[src/rtl/bcd_clock_24h_alarm.sv]
// BCD hh:mm:ss time-of-day counter with 12h/24h display, range-checked time/alarm load,
// day-wrap strobe, alarm comparator and an optional enable prescaler.
module bcd_clock_24h_alarm #(
    parameter int unsigned TICK_DIV = 1,
    parameter bit          ALARM_EN = 1'b1
) (
    input  logic       clk,
    input  logic       reset,
    input  logic       ena,
    input  logic       mode_24h,
    input  logic       load,
    input  logic [7:0] ld_hh,
    input  logic [7:0] ld_mm,
    input  logic [7:0] ld_ss,
    input  logic       alarm_set,
    input  logic       alarm_arm,
    output logic       pm,
    output logic [7:0] hh,
    output logic [7:0] mm,
    output logic [7:0] ss,
    output logic       load_err,
    output logic       day_wrap,
    output logic       alarm_hit
);

    localparam int unsigned PW = (TICK_DIV > 1) ? $clog2(TICK_DIV) : 1;
    localparam logic [PW-1:0] PLAST = PW'(TICK_DIV - 1);

    logic [PW-1:0] pcnt;
    logic [7:0]    h24;
    logic [7:0]    al_hh, al_mm, al_ss;
    logic [7:0]    hh_n, mm_n, ss_n;
    logic          wrap;
    logic          ld_ok, load_ok, tick;

    // BCD ordering matches binary ordering once both nibbles are decimal digits
    function automatic logic bcd_ok(input logic [7:0] v, input logic [7:0] max);
        return (v[3:0] <= 4'd9) && (v[7:4] <= 4'd9) && (v <= max);
    endfunction

    always_comb begin
        ld_ok   = bcd_ok(ld_hh, 8'h23) && bcd_ok(ld_mm, 8'h59) && bcd_ok(ld_ss, 8'h59);
        load_ok = load && ld_ok;
        tick    = ena && !load_ok && (pcnt == PLAST);
    end

    // Time plus one second, per-digit BCD carry
    always_comb begin
        hh_n = h24;
        mm_n = mm;
        ss_n = ss;
        wrap = 1'b0;
        if (ss[3:0] != 4'd9) begin
            ss_n[3:0] = 4'(ss[3:0] + 4'd1);
        end else if (ss[7:4] != 4'd5) begin
            ss_n = {4'(ss[7:4] + 4'd1), 4'h0};
        end else begin
            ss_n = 8'h00;
            if (mm[3:0] != 4'd9) begin
                mm_n[3:0] = 4'(mm[3:0] + 4'd1);
            end else if (mm[7:4] != 4'd5) begin
                mm_n = {4'(mm[7:4] + 4'd1), 4'h0};
            end else begin
                mm_n = 8'h00;
                if (h24 == 8'h23) begin
                    hh_n = 8'h00;
                    wrap = 1'b1;
                end else if (h24[3:0] == 4'd9) begin
                    hh_n = {4'(h24[7:4] + 4'd1), 4'h0};
                end else begin
                    hh_n[3:0] = 4'(h24[3:0] + 4'd1);
                end
            end
        end
    end

    always_ff @(posedge clk or posedge reset) begin
        if (reset) begin
            pcnt      <= '0;
            h24       <= 8'h00;
            mm        <= 8'h00;
            ss        <= 8'h00;
            al_hh     <= 8'h00;
            al_mm     <= 8'h00;
            al_ss     <= 8'h00;
            load_err  <= 1'b0;
            day_wrap  <= 1'b0;
            alarm_hit <= 1'b0;
        end else begin
            load_err  <= !ld_ok && (load || (ALARM_EN && alarm_set));
            day_wrap  <= tick && wrap;
            alarm_hit <= ALARM_EN && tick && alarm_arm &&
                         ({hh_n, mm_n, ss_n} == {al_hh, al_mm, al_ss});
            if (load_ok) begin
                pcnt <= '0;
                h24  <= ld_hh;
                mm   <= ld_mm;
                ss   <= ld_ss;
            end else if (ena) begin
                pcnt <= (pcnt == PLAST) ? '0 : PW'(pcnt + PW'(1));
                if (tick) begin
                    h24 <= hh_n;
                    mm  <= mm_n;
                    ss  <= ss_n;
                end
            end
            // compares above use the alarm value held before this write
            if (ALARM_EN && alarm_set && ld_ok) begin
                al_hh <= ld_hh;
                al_mm <= ld_mm;
                al_ss <= ld_ss;
            end
        end
    end

    // 12h view: 00 -> 12 am, 13..23 -> 01..11 pm
    always_comb begin
        pm = (h24 >= 8'h12);
        hh = h24;
        if (!mode_24h) begin
            unique case (h24)
                8'h00:                                      hh = 8'h12;
                8'h13, 8'h14, 8'h15, 8'h16, 8'h17, 8'h18,
                8'h19, 8'h22, 8'h23:                        hh = 8'(h24 - 8'h12);
                8'h20, 8'h21:                               hh = 8'(h24 - 8'h18);
                default:                                    hh = h24;
            endcase
        end
    end

endmodule

[config.mk]
export PLATFORM = sky130hd
export DESIGN_NAME = bcd_clock_24h_alarm
export DESIGN_NICKNAME = d
export VERILOG_FILES = /design/src/rtl/bcd_clock_24h_alarm.sv
export SDC_FILE = /design/constraint.sdc
export NUM_CORES = 1
export LEC_CHECK = 0
export ABC_AREA = 1
export CAP_MARGIN = 25
export CORE_ASPECT_RATIO = 2
export CORE_MARGIN = 2
export CORE_UTILIZATION = 45
export DETAILED_ROUTE_END_ITERATION = 16
export GPL_TIMING_DRIVEN = 0
export PLACE_DENSITY = 0.69
export SYNTH_ARGS = -nofsm -noshare
export SYNTH_HDL_FRONTEND = slang
export SYNTH_SLANG_ARGS = --single-unit
[constraint.sdc]
create_clock -name clk -period 5.45 [get_ports clk]
set_input_delay 0.545 -clock clk [delete_from_list [all_inputs] [get_ports clk]]
set_output_delay 0.545 -clock clk [all_outputs]
set_load 0.05 [all_outputs]
==> metrics.txt <==
status completed; core area 0.00783 mm²; number of synthesized register bits 51; Yosys cell types 33; placed cell count 667; global-route wire length before repair 16500 µm; Hold Fails Final Rpt 0; VDD IR max 0.272 mV; Tot GR Track Use 0.251; I/O pin count 59; Crit path arrival time 3.19 ns; reg-to-reg setup timing slack 3.09 ns; Remaining Overflow, GRT 0; WL/cell 15.0 µm; Tot Pwr 1.58 mW; reg2reg start mm[1]$_DFFE_PP0P_; H-tree level count 2; CTS Sinks 51; Sw Share 0.452; pwr dens 355 mW/mm²; hold slack 0.490 ns; Gate Count Post-Synth 512; Pins Over Slew Limit 0; reg2reg end alarm_hit$_DFF_PP0_; worst setup path end hh[4]; Initial DRC Count 289; Ys Warns 0; row count 46; Clock power frac 0.199; Antenna Nets Post-Route 0; Pint 864 µW; minimum clock period 3.73 ns; Crit path required time 4.91 ns; skew final 0.00256 ns; Top FF cell, synth dfrtp_1; RSZ-0062 raised after global routing false; CP Capture Type output pin; DRT Pass-1 Iters 5; vias per cell 5.30; dominant cell type by area after synthesis dfrtp_1; Setup CP Type flip-flop to output pin; Tcrit/Tclk final 0.685; Initial Util 0.458; hold buffer count at cts 0; CTS tree built; Setup TNS 0 ns; crit path launch h24[5]$_DFFE_PP0P_; pin count of the biggest net entering global routing 35; CTS resizes 0; combinational share of power 0.466; syn nets 556; Syn-to-layout area delta 24.0%; Least-Margin Pin Slew 0.727 ns; post-synth top area share 0.356; DIE WIDTH 67.1 µm; DP HPWL 7680 µm; Post-synth EDFFs 0; Final Non-Filler Cells 675; Syn Std Cell Area 0.00358 mm²; Worst-Skew Late Latency 0.30 ns; Worst-path clk slew 0.07 ns; share of layout cells above drive strength 1 0.0777; ranking of synthesized cells by area dfrtp_1 (36%), nand2_1 (17%), inv_1 (6.9%); WL final 10200 µm; Worst Hold Class flip-flop to flip-flop; CP Max Fanout 9; # port buffers 58; CP startpoint kind flip-flop; ys async rst share 1.00; P_leak 2.12 nW; die height 130 µm; Relative slew margins 0.515; ANT cells 0; gpl congestion 0.872; vias in the first global route 3293; Seq/Total Area, Yosys 0.356; sw power 713 µW; Post-CTS Setup Bufs 0; vias post-DR 3579; FMAX 0.268 GHz; full die area 0.00874 mm²; Sequential Power Share 0.334; total CTS buffers 5; Root Buffer clkbuf_16; DRC Markers 0; Syn Area/Cell 7.00 µm²; endpoints failing setup 0; worst reg-to-reg path cell count 14; fin nets 622; MaxCap Viol Count 0; Max clock buf depth 2; initial antenna violation count 0
cells by family (layout without fill, tap and decap cells):
kind of cell,count (synthesis),in the layout,share of synthesized area
AND/OR/NAND/NOR,281,281,0.356
buffers and inverters,84,151,0.0928
flip-flops,51,51,0.356
XOR/XNOR,9,9,0.0220
adder cells (fa/ha/maj),13,13,0.0454
AO/OA/AOI/OAI,74,74,0.127
through the flow:
step | instance area [µm²] | util | setup WS, ns
after global routing | 4450 | 0.568 | 1.48
final | 4450 | 0.568 | 1.72
after CTS | 4450 | 0.568 | 1.74
after floorplan | 3580 | - | 2.29
after global placement | 4290 | 0.547 | 2.07
after detailed placement | 4310 | 0.550 | 2.06
layout make-up:
cell class / instances / area, µm²
multi-input cells: 377 / 1980
plain buffers: 11 / 58.8
well taps: 96 / 120
clock buffers: 6 / 129
clock inverters: 2 / 12.5
flip-flops and latches: 51 / 1280
fillers: 808 / 3380
inverters: 73 / 274
repair buffers: 59 / 601
cell usage in the layout, fill, tap and decap left out:
master / synthesis / final
nand2_1: 161 / 161
inv_1: 66 / 65
clkdlybuf4s50_1: 0 / 58
dfrtp_1: 51 / 51
nand3_1: 43 / 43
nor2_1: 36 / 36
o21ai_0: 30 / 30
ha_1: 13 / 13
nand4_1: 11 / 11
nand2_2: 10 / 10
o211ai_1: 10 / 10
o221ai_1: 10 / 10
xor2_1: 9 / 9
a21oi_1: 9 / 9
o22ai_1: 7 / 7
clkbuf_1: 5 / 6
buf_2: 5 / 5
nand3_2: 5 / 5
inv_2: 4 / 5
clkbuf_16: 0 / 5
nor2_4: 4 / 4
o21ai_1: 4 / 4
clkinv_1: 3 / 3
nor3_1: 3 / 3
or2_2: 2 / 2
nor2_2: 2 / 2
nor2_8: 1 / 1
nand2_4: 1 / 1
buf_8: 1 / 1
nand3b_1: 1 / 1
o32ai_1: 1 / 1
o311ai_0: 1 / 1
o21a_1: 1 / 1
nand3_4: 1 / 1
a221o_1: 1 / 1
clkinv_2: 0 / 1
clkinvlp_4: 0 / 1
buf_12: 0 / 1
power groups by stage:
stage / clock network [mW] / logic [mW] / registers [mW]
2_1_floorplan: 0 / 0.399 / 0.637
3_3_place_gp: 0 / 0.724 / 0.533
3_5_place_dp: 0 / 0.732 / 0.533
4_1_cts: 0.321 / 0.735 / 0.526
5_1_grt: 0.334 / 0.801 / 0.540
6_report: 0.314 / 0.736 / 0.527
synth_stat cells (3+ instances only):
cell      count
a21oi_1       9
buf_2         5
clkbuf_1      5
clkinv_1      3
dfrtp_1      51
ha_1         13
inv_1        66
inv_2         4
nand2_1     161
nand2_2      10
nand3_1      43
nand3_2       5
nand4_1      11
nor2_1       36
nor2_4        4
nor3_1        3
o211ai_1     10
o21ai_0      30
o21ai_1       4
o221ai_1     10
o22ai_1       7
xor2_1        9
per-layer routing:
| layer | wire length [µm] | vias up | track usage |
|---|---|---|---|
| met5 | 0 | - | 0 |
| met2 | 4920 | 126 | 0.403 |
| li1 | - | 1801 | - |
| met3 | 501 | 18 | 0.0302 |
| met1 | 4410 | 1634 | 0.339 |
| met4 | 316 | 0 | 0.0996 |
critical path, stage by stage (launching register included):
cell and delay (ns):
dfrtp_1 0.45, clkinv_1 0.30, ha_1 0.32, o21ai_0 0.09, o32ai_1 0.12, nand2_1 0.16
nand2_1 0.09, o21ai_1 0.21, inv_1 0.15, o21ai_0 0.18, clkdlybuf4s50_1 0.82
state kept, by name (all words and copies together) (netlist names):
signal,cells
ss,8
h24,8
mm,8
load_err,1
al_hh,8
al_ss,8
alarm_hit,1
day_wrap,1
al_mm,8
worst min path at each step:
stage / end / cells past startpoint / start / slack (ns)
5_1_grt: al_hh[7]$_DFFE_PP0P_ / 2 / al_hh[7]$_DFFE_PP0P_ / 0.50
6_report: al_hh[7]$_DFFE_PP0P_ / 2 / al_hh[7]$_DFFE_PP0P_ / 0.49
3_3_place_gp: al_hh[7]$_DFFE_PP0P_ / 2 / al_hh[7]$_DFFE_PP0P_ / 0.47
4_1_cts: al_hh[7]$_DFFE_PP0P_ / 2 / al_hh[7]$_DFFE_PP0P_ / 0.49
2_1_floorplan: al_hh[7]$_DFFE_PP0P_ / 2 / al_hh[7]$_DFFE_PP0P_ / 0.46
3_5_place_dp: al_hh[7]$_DFFE_PP0P_ / 2 / al_hh[7]$_DFFE_PP0P_ / 0.47
Note: power is estimated with default switching activity, not from simulation.
